===== config.mk =====
export PLATFORM = sky130hd
export DESIGN_NAME = pipe_fetch_flat
export DESIGN_NICKNAME = d
export VERILOG_FILES = /design/src/rtl/pipe_fetch_pkg.sv /design/src/rtl/pipe_fetch_if.sv /design/src/rtl/pipe_npc_mux.sv /design/src/rtl/pipe_fetch.sv /design/src/flat_wrapper.sv
export SDC_FILE = /design/constraint.sdc
export NUM_CORES = 1
export LEC_CHECK = 0
export ABC_AREA = 1
export CAP_MARGIN = 40
export CORE_AREA = 2 2 199 123
export DETAILED_ROUTE_END_ITERATION = 6
export DIE_AREA = 0 0 201 125
export SETUP_SLACK_MARGIN = 0.5
export SLEW_MARGIN = 20
export SYNTH_ARGS = -nofsm -noshare
export SYNTH_HDL_FRONTEND = slang
export SYNTH_SLANG_ARGS = --single-unit

===== constraint.sdc =====
create_clock -name clock -period 4.5 [get_ports clock]
set_input_delay 0.9 -clock clock [delete_from_list [all_inputs] [get_ports clock]]
set_output_delay 0.9 -clock clock [all_outputs]
set_load 0.03 [all_outputs]

===== src/rtl/pipe_fetch_pkg.sv =====
// pipe_fetch_pkg: shared CPU constants for next-PC select, fetch FSM states and NOP
package pipe_fetch_pkg;
  localparam logic [1:0] PCSRC_SEQ = 2'b00;
  localparam logic [1:0] PCSRC_BR  = 2'b01;
  localparam logic [1:0] PCSRC_JR  = 2'b10;
  localparam logic [1:0] PCSRC_J   = 2'b11;
  localparam logic [31:0] NOP = 32'h0;
  typedef enum logic {FETCH, HOLD} fetch_state_t;
endpackage


===== src/rtl/pipe_fetch_if.sv =====
// pipe_fetch_if: instruction-memory request/acknowledge bus
interface pipe_fetch_if;
  logic req;
  logic [31:0] addr;
  logic ack;
  logic [31:0] rdata;
  modport master (output req, addr, input ack, rdata);
  modport slave (input req, addr, output ack, rdata);
endinterface


===== src/rtl/pipe_npc_mux.sv =====
// pipe_npc_mux: redirect target select with pending-redirect priority
module pipe_npc_mux
  import pipe_fetch_pkg::*;
(
  input  logic [1:0]  pcsource,
  input  logic [31:0] bpc,
  input  logic [31:0] rpc,
  input  logic [31:0] jpc,
  input  logic [31:0] pc4,
  input  logic        pend_valid,
  input  logic [31:0] pend_pc,
  output logic [31:0] target,
  output logic [31:0] npc
);
  // 4:1 target select; the sequential case falls back to pc+4
  always_comb begin
    target = pcsource == PCSRC_BR ? bpc :
             pcsource == PCSRC_JR ? rpc :
             pcsource == PCSRC_J  ? jpc : pc4;
  end
  // npc is only consumed on a handover, where wpcir is already 1
  assign npc = pend_valid ? pend_pc : (pcsource != PCSRC_SEQ ? target : pc4);
endmodule


===== src/rtl/pipe_fetch.sv =====
// pipe_fetch: IF stage owning the PC, the imem handshake and the stall buffer
module pipe_fetch
  import pipe_fetch_pkg::*;
#(
  parameter logic [31:0] RESET_PC = 32'h0000_0000
) (
  input  logic        clock,
  input  logic        resetn,
  input  logic        wpcir,
  input  logic [1:0]  pcsource,
  input  logic [31:0] bpc,
  input  logic [31:0] rpc,
  input  logic [31:0] jpc,
  pipe_fetch_if.master imem,
  output logic [31:0] pc4,
  output logic [31:0] ins,
  output logic        if_valid
);
  fetch_state_t state;
  logic [31:0] pc;
  logic [31:0] hold_word;
  logic [31:0] pend_pc;
  logic [31:0] target;
  logic [31:0] npc;
  logic        pend_valid;
  logic        handover;
  logic        redirect;
  assign imem.req  = state == FETCH;
  assign imem.addr = pc;
  assign pc4       = pc + 32'd4;
  assign if_valid  = (state == FETCH && imem.ack) || state == HOLD;
  assign ins       = state == HOLD ? hold_word : (imem.ack ? imem.rdata : NOP);
  assign handover  = if_valid && wpcir;
  assign redirect  = wpcir && pcsource != PCSRC_SEQ;
  pipe_npc_mux u_npc (
    .pcsource  (pcsource),
    .bpc       (bpc),
    .rpc       (rpc),
    .jpc       (jpc),
    .pc4       (pc4),
    .pend_valid(pend_valid),
    .pend_pc   (pend_pc),
    .target    (target),
    .npc       (npc)
  );
  // Fetch FSM: advance PC on handover, park a stalled word, remember a redirect seen before its delay slot
  always_ff @(posedge clock or negedge resetn) begin
    if (!resetn) begin
      state      <= FETCH;
      pc         <= RESET_PC;
      hold_word  <= NOP;
      pend_valid <= 1'b0;
      pend_pc    <= 32'h0;
    end else if (handover) begin
      state      <= FETCH;
      pc         <= npc;
      pend_valid <= 1'b0;
    end else begin
      if (redirect) begin
        pend_valid <= 1'b1;
        pend_pc    <= target;
      end
      if (state == FETCH && imem.ack) begin
        hold_word <= imem.rdata;
        state     <= HOLD;
      end
    end
  end
endmodule


===== src/flat_wrapper.sv =====
// flat-port wrapper written by rule: the top's interface ports become plain ports
module pipe_fetch_flat import pipe_fetch_pkg::*;
#(
  parameter logic [31:0] RESET_PC = 32'h0000_0000
)
  (clock, resetn, wpcir, pcsource, bpc, rpc, jpc, pc4, ins, if_valid, imem_req, imem_addr, imem_ack, imem_rdata);
  pipe_fetch_if imem_i ();
  input  logic clock;
  input  logic resetn;
  input  logic wpcir;
  input  logic [1:0] pcsource;
  input  logic [31:0] bpc;
  input  logic [31:0] rpc;
  input  logic [31:0] jpc;
  output logic [31:0] pc4;
  output logic [31:0] ins;
  output logic if_valid;
  output wire logic [$bits(imem_i.req)-1:0] imem_req;
  output wire logic [$bits(imem_i.addr)-1:0] imem_addr;
  input wire logic [$bits(imem_i.ack)-1:0] imem_ack;
  input wire logic [$bits(imem_i.rdata)-1:0] imem_rdata;
  assign imem_req = imem_i.req;
  assign imem_addr = imem_i.addr;
  assign imem_i.ack = imem_ack;
  assign imem_i.rdata = imem_rdata;
  pipe_fetch #(.RESET_PC(RESET_PC)) u_core (.clock(clock), .resetn(resetn), .wpcir(wpcir), .pcsource(pcsource), .bpc(bpc), .rpc(rpc), .jpc(jpc), .imem(imem_i), .pc4(pc4), .ins(ins), .if_valid(if_valid));
endmodule

; ---- Word-level counts from Yosys, hierarchy flattened
; Cells that the tools add are included.
[totals]
mem_count = 0
romBits = 0
ram_bits = 0
in_bits = 134
register_bits = 98
out_inout_bits = 98
latchBits = 0
wordCells = 31
[classes]
muxes = 11
n_addsub = 1
order_cmp = 0
n_div = 0
n_reduce_logical = 9
n_bitwise = 2
multipliers = 0
n_shift = 0
n_eq_ne = 3
[ops]
columns = operator, count
row1 = 2-to-1 mux 32 bit, 7
row2 = adder 32 x 3 -> 32 bit (second input constant), 1
row3 = nonzero test 2 bit, 3
row4 = == test 2 bit (second input constant), 2
row5 = 2-to-1 mux 1 bit, 4
row6 = AND reduction 2 bit, 2
row7 = logical AND 1 bit, 3
row8 = == test 2 x 1 -> 1 bit (second input constant), 1
row9 = NOT 1 bit, 2
row10 = logical OR 1 bit, 1

; ---- Logic depth before layout (Yosys ltp)
[logic_depth]
word_depth = 6
mapped_depth = 13
mapped_depth_nobuf = 13

; ---- Modules after synthesis
; From an unflattened synthesis, not the netlist that was laid out.
[hier_totals]
hier_cells = 1004
area_unflattened_um2 = 6645.1
[modules_own_cells]
columns = module, instances, seq_area_each_um2, area_each_um2, cells_per_inst
row1 = pipe_fetch, 1, 2452.4, 4959.8, 659
row2 = pipe_npc_mux, 1, 0.0, 1685.4, 345

; ---- Worst setup path before layout
; No wires, ideal clock.
[synth_timing]
path_type = input -> output
start = in imem_ack
end = out ins[10]
path_buffers = 1
t_arrival_ns = 1.964
slack_ns = 1.636
required_ns = 3.600
cell_stages = 5
path_cell_list = inv_1 > nor2_1 > inv_1 > clkbuf_1 > o21ai_0
[synth_via]
elab_chain_cells = 2
[synth_rtl]
columns = element, line
row1 = start: declaration, flat_wrapper.sv:20  ; input wire logic [$bits(imem_i.ack)-1:0] imem_ack;
row2 = 2-to-1 mux 32 bit (2 in a row), pipe_fetch.sv:32  ; assign ins = state == HOLD ? hold_word : (imem.ack ? imem.rdata : NOP);
row3 = end: declaration, flat_wrapper.sv:16  ; output logic [31:0] ins;
; No other way between the ends.

; ---- Worst setup path after layout
[layout_timing]
start = in imem_ack
end = out ins[16]
; The elaborated chain is that of the path after synthesis.

==> impl_metrics.yaml <==
yosys:
  synth_cell_types: 32
  synth_area_leaders: "dfrtp_1 (38%), nand2_1 (20%), o21ai_0 (9.5%)"
  seq_area_frac_synth: 0.382
  syn_area_per_cell_um2: 6.74
  synthTopCellsByCount: "nand2_1 (337), o21ai_0 (122), dfrtp_1 (98)"
  yosysWarnings: 0
  synth_edf_count: 0
  yosysTopAreaCellShare: 0.382
  synth.most_common_cell: "nand2_1"
  syn-instance-count: 953
  netlist_area_um2: 6420
  ys_async_sr_fraction: 1.00
  synth-seq-cells: 98
  synth_ff_type: "dfrtp_1"
  synth_top_cell_by_area: "dfrtp_1"
  synthesis.nets: 1088
grt:
  grtUsageMet3: 0.0501
  met1_usage: 0.279
  grt_max_degree: 44
  grt_pass1_wl_um: 37300
  grt_util_met2: 0.278
  grtUsageTotal: 0.188
  antenna_found_initial: 1
  busiest_layer: "met1"
  grt_pass1_vias: 6643
  grt.overflow.total: 0
sta:
  skew_ns: 0.00835
  min_period_over_period: 0.846
  relSlewSlack: 0.568
  worst_pin_slew_ns: 0.647
  finalSetupTns_ns: 0
  rsz0062_at_grt: "false"
  hold_viol: 0
  fin_crit_ns: 3.81
  fmax_ghz: 0.263
  final-setup-viol-count: 0
  finalMaxSlewViolations: 0
die:
  io_pins: 232
  core_area_um2: 23500
  dieArea_um2: 25100
  std_cell_rows: 44
  start_util: 0.273
  fp.dieW_um: 201
  fp.dieH_um: 125
routing:
  postRouteAntennaNets: 0
  vias: 6853
  viasPerCell: 4.59
  drc_errors: 0
  wl_um: 23500
  wl_per_cell_um: 15.7
  first_pass_iters: 5
  drt_iter0_markers: 437
layout:
  nets: 1300
  drive_gt1_frac: 0.0803
  n_fill_cell: 2482
  diodes: 0
  area_delta_synth_final_pct: 46.4
min_path:
  hold_path.class: "in2async"
critical_path:
  critical_path_class: "in2out"
  arrival_ns: 2.91
  cp_max_fo: 16
  required_ns: 3.60
  cp_common_cell: "clkdlybuf4s50_1"
  cpMaxStageDelayCell: "clkdlybuf4s50_1"
  end_kind: "output pin"
  crit_chain: "clkdlybuf4s50_1 -> inv_1 -> nor2_2 -> clkinvlp_4 -> buf_4 -> o21ai_0 -> clkdlybuf4s50_1"
  slowest_delay_ns: 0.71
  startpoint_type: "input pin"
clock_network:
  clk_pin_slew_ns: 0.07
  numCtsBuffers: 9
  cts.sinks: 98
  cts_tree: "yes"
  htreeDepth: 3
  root_buffer: "clkbuf_16"
  clockBufferDepth: 2
  clkLatencyLatePin_ns: 0.35
power:
  switching_power_uw: 1450
  clkPwrFrac: 0.217
  power.leakage_uw: 0.00428
  seqPwrFrac: 0.353
  ir_drop_uv: 181
  powerDensity_nw_per_um2: 374
  sw_frac_of_total: 0.413
  p_int_uw: 2060
  pwr-share-comb: 0.429
  power.total_uw: 3510
place:
  dp_hpwl_um: 17900
  io_buffers: 231
  place.gp.congestion: 0.852
outcome:
  status: "finished clean"
job:
  cap_violations: 0
critical path: cells and delay by family:
family                 cells  cell delay, ns
buffers and inverters      5            1.57
AND/OR/NAND/NOR            1            0.24
AO/OA/AOI/OAI              1            0.20
stage by stage:
step                      instance area [µm²]  utilization  setup WS (ns)  hold WS [ns]  std cells
after CTS                                9370        0.398          0.653         0.485       1488
after global placement                   9010        0.383          0.731         0.463       1469
final                                    9400        0.400          0.691         0.475       1492
after detailed placement                 9080        0.386          0.653         0.465       1472
after global routing                     9400        0.400          0.550         0.494       1492
after floorplan                          6420            -           1.64         0.448        953
final timing paths:
check,from,endpoint,slack [ns],depth (start not counted)
worst min register to register,u_core.pend_pc[12]$_DFFE_PN0P_,u_core.pend_pc[12]$_DFFE_PN0P_,0.49,2
worst max register to register,u_core.pend_valid$_DFFE_PN0P_,u_core.imem.addr[27]$_DFFE_PN0P_,2.11,6
worst max-delay path,imem_ack,ins[16],0.69,7
worst min-delay path,resetn,u_core.hold_word[29]$_DFFE_PN0P_,0.47,1
max in group asynchronous,resetn,u_core.imem.addr[30]$_DFFE_PN0P_,3.18,2
min in group clock,u_core.pend_pc[12]$_DFFE_PN0P_,u_core.pend_pc[12]$_DFFE_PN0P_,0.49,2
flip-flops by register name, indices dropped and copies added (netlist names):
signal and count:
u_core.hold_word 32, u_core.imem.addr 32, u_core.pend_pc 32, u_core.pend_valid 1, u_core.state 1
kinds of logic (layout without fill, tap and decap cells):
logic type	after synthesis	in the layout	share of synthesized area
simple gates	510	510	0.343
compound gates	186	186	0.156
buf+inv	145	362	0.0911
flops	98	98	0.382
xor+xnor	13	13	0.0259
fa+ha+maj	1	1	0.00195
power groups by stage:
| stage | combinational, µW | sequential [µW] | clock [µW] |
|---|---|---|---|
| floorplan | 739 | 1330 | 0 |
| global placement | 1480 | 1250 | 0 |
| detailed placement | 1510 | 1250 | 0 |
| CTS | 1510 | 1240 | 784 |
| global route | 1640 | 1270 | 821 |
| finish | 1510 | 1240 | 763 |
timing repair:
action / 4_1_cts / 5_1_grt
hold buffers: 0 / 0
setup buffers: 0 / 3
setup endpoints to repair: 0 / 21
gates resized for setup: 0 / 3
area by class of cell:
class	instances	area (µm²)	area share
Timing Repair Buffer	248	2480	0.264
Tap cell	322	403	0.0428
Inverter	97	370	0.0394
Sequential cell	98	2450	0.261
Timing Repair inverter	1	7.51	0.000798
Clock inverter	6	50.0	0.00532
Clock buffer	10	239	0.0254
Multi-Input combinational cell	710	3400	0.361
routing by layer:
metal / routed length [µm] / share of wire / vias to the layer above
met5: 13 / 0.00055 / -
met4: 90 / 0.0038 / 2
met3: 1500 / 0.064 / 9
met2: 9780 / 0.42 / 184
met1: 12100 / 0.51 / 3199
li1: - / - / 3459
cell usage in the layout (no fill, tap or decap), types with 2 or more instances in the layout:
master             n
a221oi_1          13
or2_2             25
nor2_1            57
inv_1             92
a21oi_1           43
xor2_1             2
xor2_2             7
nor2_2             5
inv_2              2
nand3_1           56
nand2_2            4
clkinvlp_4         4
dfrtp_1           98
a31oi_1            2
nor2_4            12
clkbuf_16          9
nand2_4            2
nand3b_1           7
buf_4             15
clkinv_4           3
buf_16             2
nand2_1          336
xnor2_1            4
o221ai_1           3
o21ai_0          122
clkdlybuf4s50_1  230
and2_1             5
Note: power is estimated with default switching activity, not from simulation.
